**src/rtl/generador_paquetes_if.sv**
```systemverilog
// Packet bus interface for generador_paquetes.
// Carries the upstream payload handshake (payload_in/payload_valid/payload_ready)
// and the downstream packet handshake (data_out/valid_out/ready_in).
// The master modport is the generator side; slave is the producer/consumer side.
interface generador_paquetes_if #(
  parameter int BUS_SIZE  = 16,
  parameter int WORD_SIZE = 4
);
  localparam int PAYLOAD_W = BUS_SIZE - 2 * WORD_SIZE;

  logic [PAYLOAD_W-1:0] payload_in;
  logic                 payload_valid;
  logic                 payload_ready;
  logic [BUS_SIZE-1:0]  data_out;
  logic                 valid_out;
  logic                 ready_in;

  modport master (
    input  payload_in,
    input  payload_valid,
    input  ready_in,
    output payload_ready,
    output data_out,
    output valid_out
  );

  modport slave (
    output payload_in,
    output payload_valid,
    output ready_in,
    input  payload_ready,
    input  data_out,
    input  valid_out
  );
endinterface

```
**src/rtl/generador_paquetes.sv**
```systemverilog
// Transmit-side packet generator: builds {HEADER, payload, seq} packets and
// issues bursts of 1..2^WORD_SIZE packets over a valid/ready bus.
// Back-to-back packets are loaded on the same edge the previous one is
// accepted, giving one packet per cycle when both sides keep up.
// Optional build macro GEN_ERR_INJ_EN adds inj_hdr/inj_seq ports that corrupt
// the header word and/or create a sequence gap on a chosen packet.
module generador_paquetes #(
  parameter int                   BUS_SIZE  = 16,
  parameter int                   WORD_SIZE = 4,
  parameter logic [WORD_SIZE-1:0] HEADER    = WORD_SIZE'(4'hF)
) (
  input  logic                 clk,
  input  logic                 reset,
  input  logic                 start,
  input  logic [WORD_SIZE-1:0] burst_len,
  generador_paquetes_if.master bus,
  output logic                 busy,
  output logic                 done,
  output logic [4:0]           estado,
  output logic [4:0]           estado_proximo
`ifdef GEN_ERR_INJ_EN
  ,
  input  logic                 inj_hdr,
  input  logic                 inj_seq
`endif
);
  localparam int WORD_NUM  = BUS_SIZE / WORD_SIZE;
  localparam int PAYLOAD_W = (WORD_NUM - 2) * WORD_SIZE;
  localparam int REM_W     = WORD_SIZE + 1;

  typedef enum logic [4:0] {
    IDLE      = 5'b00001,
    WAIT_DATA = 5'b00010,
    SEND      = 5'b00100,
    STALL     = 5'b01000,
    DONE      = 5'b10000
  } state_t;

  state_t               state_q;
  state_t               state_nx;
  logic [BUS_SIZE-1:0]  data_q;
  logic [WORD_SIZE-1:0] seq_q;
  logic [WORD_SIZE-1:0] seq_nx;
  logic [REM_W-1:0]     rem_q;
  logic                 skip_q;
  logic                 load;
  logic                 start_burst;
  logic                 payload_ready_w;
  logic                 valid_w;
  logic                 accept;
  logic                 inj_hdr_w;
  logic                 inj_seq_w;

`ifdef GEN_ERR_INJ_EN
  assign inj_hdr_w = inj_hdr;
  assign inj_seq_w = inj_seq;
`else
  assign inj_hdr_w = 1'b0;
  assign inj_seq_w = 1'b0;
`endif

  // Header is inverted when corruption is requested for this packet.
  function automatic logic [BUS_SIZE-1:0] build_packet(
    input logic                 bad_hdr,
    input logic [PAYLOAD_W-1:0] payload,
    input logic [WORD_SIZE-1:0] seq
  );
    logic [WORD_SIZE-1:0] hdr;
    hdr = bad_hdr ? ~HEADER : HEADER;
    return {hdr, payload, seq};
  endfunction

  assign valid_w = (state_q == SEND) || (state_q == STALL);
  assign accept  = valid_w && bus.ready_in;

  // A packet that carried seq+1 moves the counter by two so the gap persists.
  assign seq_nx = accept ? (seq_q + (skip_q ? WORD_SIZE'(2) : WORD_SIZE'(1))) : seq_q;

  // Next-state and handshake decode.
  always_comb begin
    state_nx        = state_q;
    load            = 1'b0;
    start_burst     = 1'b0;
    payload_ready_w = 1'b0;
    case (state_q)
      IDLE: begin
        if (start) begin
          start_burst = 1'b1;
          state_nx    = WAIT_DATA;
        end
      end
      WAIT_DATA: begin
        if (bus.payload_valid) begin
          payload_ready_w = 1'b1;
          load            = 1'b1;
          state_nx        = SEND;
        end
      end
      SEND, STALL: begin
        if (!bus.ready_in) begin
          state_nx = STALL;
        end else if (rem_q == REM_W'(1)) begin
          state_nx = DONE;
        end else if (bus.payload_valid) begin
          payload_ready_w = 1'b1;
          load            = 1'b1;
          state_nx        = SEND;
        end else begin
          state_nx = WAIT_DATA;
        end
      end
      DONE: begin
        state_nx = IDLE;
      end
      default: begin
        state_nx = IDLE;
      end
    endcase
  end

  // State register.
  always_ff @(posedge clk or negedge reset) begin
    if (!reset) begin
      state_q <= IDLE;
    end else begin
      state_q <= state_nx;
    end
  end

  // Packet register; loaded packets use the post-acceptance sequence value.
  always_ff @(posedge clk or negedge reset) begin
    if (!reset) begin
      data_q <= '0;
      skip_q <= 1'b0;
    end else if (load) begin
      data_q <= build_packet(inj_hdr_w, bus.payload_in,
                             seq_nx + (inj_seq_w ? WORD_SIZE'(1) : WORD_SIZE'(0)));
      skip_q <= inj_seq_w;
    end
  end

  // Sequence and remaining-packet counters; seq persists across bursts.
  always_ff @(posedge clk or negedge reset) begin
    if (!reset) begin
      seq_q <= '0;
      rem_q <= '0;
    end else begin
      seq_q <= seq_nx;
      if (start_burst) begin
        rem_q <= (burst_len == '0) ? REM_W'(1 << WORD_SIZE) : {1'b0, burst_len};
      end else if (accept) begin
        rem_q <= rem_q - REM_W'(1);
      end
    end
  end

  assign bus.payload_ready = payload_ready_w;
  assign bus.data_out      = data_q;
  assign bus.valid_out     = valid_w;
  assign busy              = (state_q != IDLE);
  assign done              = (state_q == DONE);
  assign estado            = state_q;
  assign estado_proximo    = state_nx;
endmodule

```
**src/flat_wrapper.sv**
```systemverilog
// flat-port wrapper written by rule: the top's interface ports become plain ports
module generador_paquetes_flat 
#(
  parameter int                   BUS_SIZE  = 16,
  parameter int                   WORD_SIZE = 4,
  parameter logic [WORD_SIZE-1:0] HEADER    = WORD_SIZE'(4'hF)
)
  (clk, reset, start, burst_len, busy, done, estado, estado_proximo, bus_payload_in, bus_payload_valid, bus_ready_in, bus_payload_ready, bus_data_out, bus_valid_out);
  generador_paquetes_if #(.BUS_SIZE(BUS_SIZE), .WORD_SIZE(WORD_SIZE)) bus_i ();
  input  logic clk;
  input  logic reset;
  input  logic start;
  input  logic [WORD_SIZE-1:0] burst_len;
  output logic busy;
  output logic done;
  output logic [4:0] estado;
  output logic [4:0] estado_proximo;
  input wire logic [$bits(bus_i.payload_in)-1:0] bus_payload_in;
  input wire logic [$bits(bus_i.payload_valid)-1:0] bus_payload_valid;
  input wire logic [$bits(bus_i.ready_in)-1:0] bus_ready_in;
  output wire logic [$bits(bus_i.payload_ready)-1:0] bus_payload_ready;
  output wire logic [$bits(bus_i.data_out)-1:0] bus_data_out;
  output wire logic [$bits(bus_i.valid_out)-1:0] bus_valid_out;
  assign bus_i.payload_in = bus_payload_in;
  assign bus_i.payload_valid = bus_payload_valid;
  assign bus_i.ready_in = bus_ready_in;
  assign bus_payload_ready = bus_i.payload_ready;
  assign bus_data_out = bus_i.data_out;
  assign bus_valid_out = bus_i.valid_out;
  generador_paquetes #(.BUS_SIZE(BUS_SIZE), .WORD_SIZE(WORD_SIZE), .HEADER(HEADER)) u_core (.clk(clk), .reset(reset), .start(start), .burst_len(burst_len), .bus(bus_i), .busy(busy), .done(done), .estado(estado), .estado_proximo(estado_proximo));
endmodule
```
**config.mk**
```make
export PLATFORM = sky130hd
export DESIGN_NAME = generador_paquetes_flat
export DESIGN_NICKNAME = d
export VERILOG_FILES = /design/src/rtl/generador_paquetes_if.sv /design/src/rtl/generador_paquetes.sv /design/src/flat_wrapper.sv
export SDC_FILE = /design/constraint.sdc
export NUM_CORES = 1
export LEC_CHECK = 0
export ABC_AREA = 1
export ABC_CLOCK_PERIOD_IN_PS = 1400
export BUFFER_PORTS_ARGS = -buffer_cell sky130_fd_sc_hd__buf_2
export CAP_MARGIN = 20
export CORE_MARGIN = 2
export CORE_UTILIZATION = 30
export CTS_CLUSTER_DIAMETER = 80
export DETAILED_ROUTE_END_ITERATION = 6
export GPL_TIMING_DRIVEN = 0
export SYNTH_ARGS = -nofsm -noshare
export SYNTH_HDL_FRONTEND = slang
export SYNTH_SLANG_ARGS = --single-unit
```
**constraint.sdc**
```tcl
create_clock -name clk -period 1.4 [get_ports clk]
set_input_delay 0 -clock clk [delete_from_list [all_inputs] [get_ports clk]]
set_output_delay 0 -clock clk [all_outputs]
set_load 0.02 [all_outputs]
```
==> run metrics <==
number of global-route vias before repair 1,357; Initial Util 30.6%; Comb power frac 58.2%; Syn Area/Cell 8.24 um2; Setup WS post-layout -0.161 ns; minimum clock period 1.56 ns; Worst setup EP type output port; Adder-Cell Fraction of Synth Area 2.63%; largest net degree at the start of global routing 28; Simple-Gate Fraction of Synth Area 39.4%; Post-DP HPWL 2.27 mm; most common cell after layout, fill and taps aside nand2_1; H-tree levels 1; startpoint class of the critical path flop; period utilization 111%; Layout area overhead 57.5%; worst vdd ir 0.000957 V; Mapped Cells 173; switching share of total power 43.5%; pre-CTS setup slack -0.116 ns; Die H 72.9 um; Max Freq 641 MHz; Slew Limit Fails 0; XOR/XNOR Fraction of Synth Area 1.84%; Die Wd 72.9 um; Setup Skew 0.00253 ns; GR Overflow Total 0; PwrDens 1870 nW/um2; DR WL/cell 11.6 um; Clock power frac 10.9%; worst-path fanout max 3; area leader, netlist dfrtp_1; Flop pwr share 30.9%; kind of critical path flop to output port; worst path required time 1.40 ns; first-iteration detailed-routing DRC count 51; Max-Cap Viols 0; mux contribution to synthesized area 0%; Initial DRT Pass Iterations 4; core area 4660 um2; TritonCTS Buffers 3; initial antenna violation count 0; Worst-Margin Slew 0.604 ns; via count 1,399; Hold Fails Final Rpt 0; Synth top area share 45.7%; status complete, but fails checks; most frequent cells in the layout 59 x nand2_1, 38 x buf_2, 22 x dfrtp_1, 19 x nand3_1, 16 x buf_4; total wire length 3.55 mm; setup TNS -1.67 ns; Clock Latency Late Sink 0.27 ns; FP Rows 25; Die Footprint 5320 um2; slew margin rel. 59.8%; register bit total from synthesis 27; DR vias/cell 4.57; Clock transition at path regs 0.09 ns; post-synth cell types 29; Final Wtd Congestion 0.817; I/O Pins 47; Synth Warn # 0; layout cells sized above 1 45.2%; synth top area cells dfrtp_1 46%, nand2_1 17%, nand3_1 8.1%; CTS tree done; violated checks setup timing; drt drc 0; Net Sw Power 1.83 mW; post-synthesis sequential area ratio 47.5%; HP Class primary input to flop; CTS Root Cell clkbuf_8; DRT antenna net count 0; P_int 2.37 mW; leakage power 1.20 nW; fin nets 273; synthesized area 1430 um2; IO Port Bufs 45; Syn Nets 193; global-route wire length before repair 5.92 mm; clk sinks 27; # setup viols final 20; Clock Path Buffers 2; complex-gate fraction of the synthesized area 1.84%; total track usage 14.1%; Antenna Diode Count 0; RSZ-0062 raised after global routing true; largest family of logic cells by synthesized area simple AND/OR/NAND/NOR gates; critical path arrival 1.56 ns
## cell families (layout without fill, tap and decap cells)
| kind of cell | count (synthesis) | after routing |
|---|---|---|
| buffers and inverters | 20 | 99 |
| flip-flops | 27 | 27 |
| XOR/XNOR | 3 | 3 |
| AND/OR/NAND/NOR | 116 | 116 |
| adder cells (fa/ha/maj) | 3 | 3 |
| AO/OA/AOI/OAI | 4 | 4 |
## path summary, 6_finish.rpt
path                                               end  slack (ns)  cells past startpoint              startpoint
min in group asynchronous              u_core.rem_q[1]        0.26                      2                   reset
worst max-delay path                 estado_proximo[2]       -0.16                      7        u_core.estado[4]
worst min register to register  u_core.bus.data_out[9]        0.51                      2  u_core.bus.data_out[9]
worst min-delay path                   u_core.rem_q[1]        0.04                      5            burst_len[1]
max in group asynchronous             u_core.estado[1]        0.71                      2                   reset
worst max register to register  u_core.bus.data_out[4]       -0.09                      9        u_core.estado[0]
## critical path, stage by stage (launching register included)
cell     delay (ns)
dfrtp_2        0.44
nor2_4         0.15
buf_4          0.14
nand4_4        0.11
buf_12         0.16
nand2_4        0.06
buf_6          0.11
buf_6          0.11
## power groups by stage
| stage | Sequential, mW | Combinational [mW] | Clock [mW] |
|---|---|---|---|
| finish | 1.30 | 2.44 | 0.457 |
| global route | 1.34 | 2.68 | 0.506 |
| floorplan | 1.48 | 1.05 | 0 |
| detailed placement | 1.29 | 1.74 | 0 |
| CTS | 1.28 | 2.16 | 0.474 |
| global placement | 1.28 | 1.73 | 0 |
## cell type report
| type | count | area, um2 |
|---|---|---|
| multi-input combinational | 126 | 766 |
| clock buffer | 3 | 41.3 |
| fill | 444 | 2420 |
| inverter | 13 | 51.3 |
| buffer | 7 | 57.6 |
| clock inverter | 1 | 7.51 |
| timing repair buffer | 75 | 572 |
| tap | 54 | 67.6 |
| sequential | 27 | 682 |
## timing repair
action                                  CTS  global route
gates cloned                              0             1
endpoints found under the setup margin   21            28
buffers inserted                         14             8
hold buffers                             11             0
resized for setup                        29            26
pin swaps                                 9            20
endpoints found under the hold margin    36             0
## sequential cells by signal, summed over array words and instances (netlist names)
name	cells
u_core.bus.data_out	13
u_core.seq_q	4
u_core.estado	5
u_core.rem_q	5
## through the flow
stage               util, %  area, um2  power, mW  hold WS [ns]  cells
finish                 48.2       2240       4.20        0.0419    306
global route           48.2       2240       4.53        0.0736    306
CTS                    45.0       2100       3.92        0.0428    301
detailed placement     37.1       1730       3.03        0.0500    272
global placement       37.1       1730       3.01        0.0522    272
floorplan                 -       1440       2.53        -0.296    173
## per-layer routing
| metal | share of wire [%] | routed length [um] | vias to the layer above | track usage, % |
|---|---|---|---|---|
| li1 | - | - | 705 | - |
| met1 | 44 | 1570 | 667 | 18.3 |
| met4 | 0.87 | 31 | 0 | 4.32 |
| met5 | 0 | 0 | - | 0 |
| met2 | 52 | 1840 | 23 | 23.8 |
| met3 | 2.9 | 104 | 4 | 2.49 |
## synthesized netlist by cell type
cell type and instances:
a21oi_1 1, buf_2 2, buf_4 3, buf_6 1
clkbuf_1 1, dfrtp_1 26, dfstp_2 1, ha_1 3
inv_1 11, inv_2 2, nand2_1 65, nand2_2 3
nand2_4 1, nand3_1 23, nand3_2 1, nand3_4 1
nand3b_1 3, nand4_1 3, nand4_2 1, nor2_1 10
nor2_2 1, nor2_4 2, nor2_8 1, nor3_1 1
o211ai_1 1, o21ai_0 1, o21ai_2 1, xnor2_1 1
xor2_1 2
No activity file was read; power rests on OpenSTA's default activity.
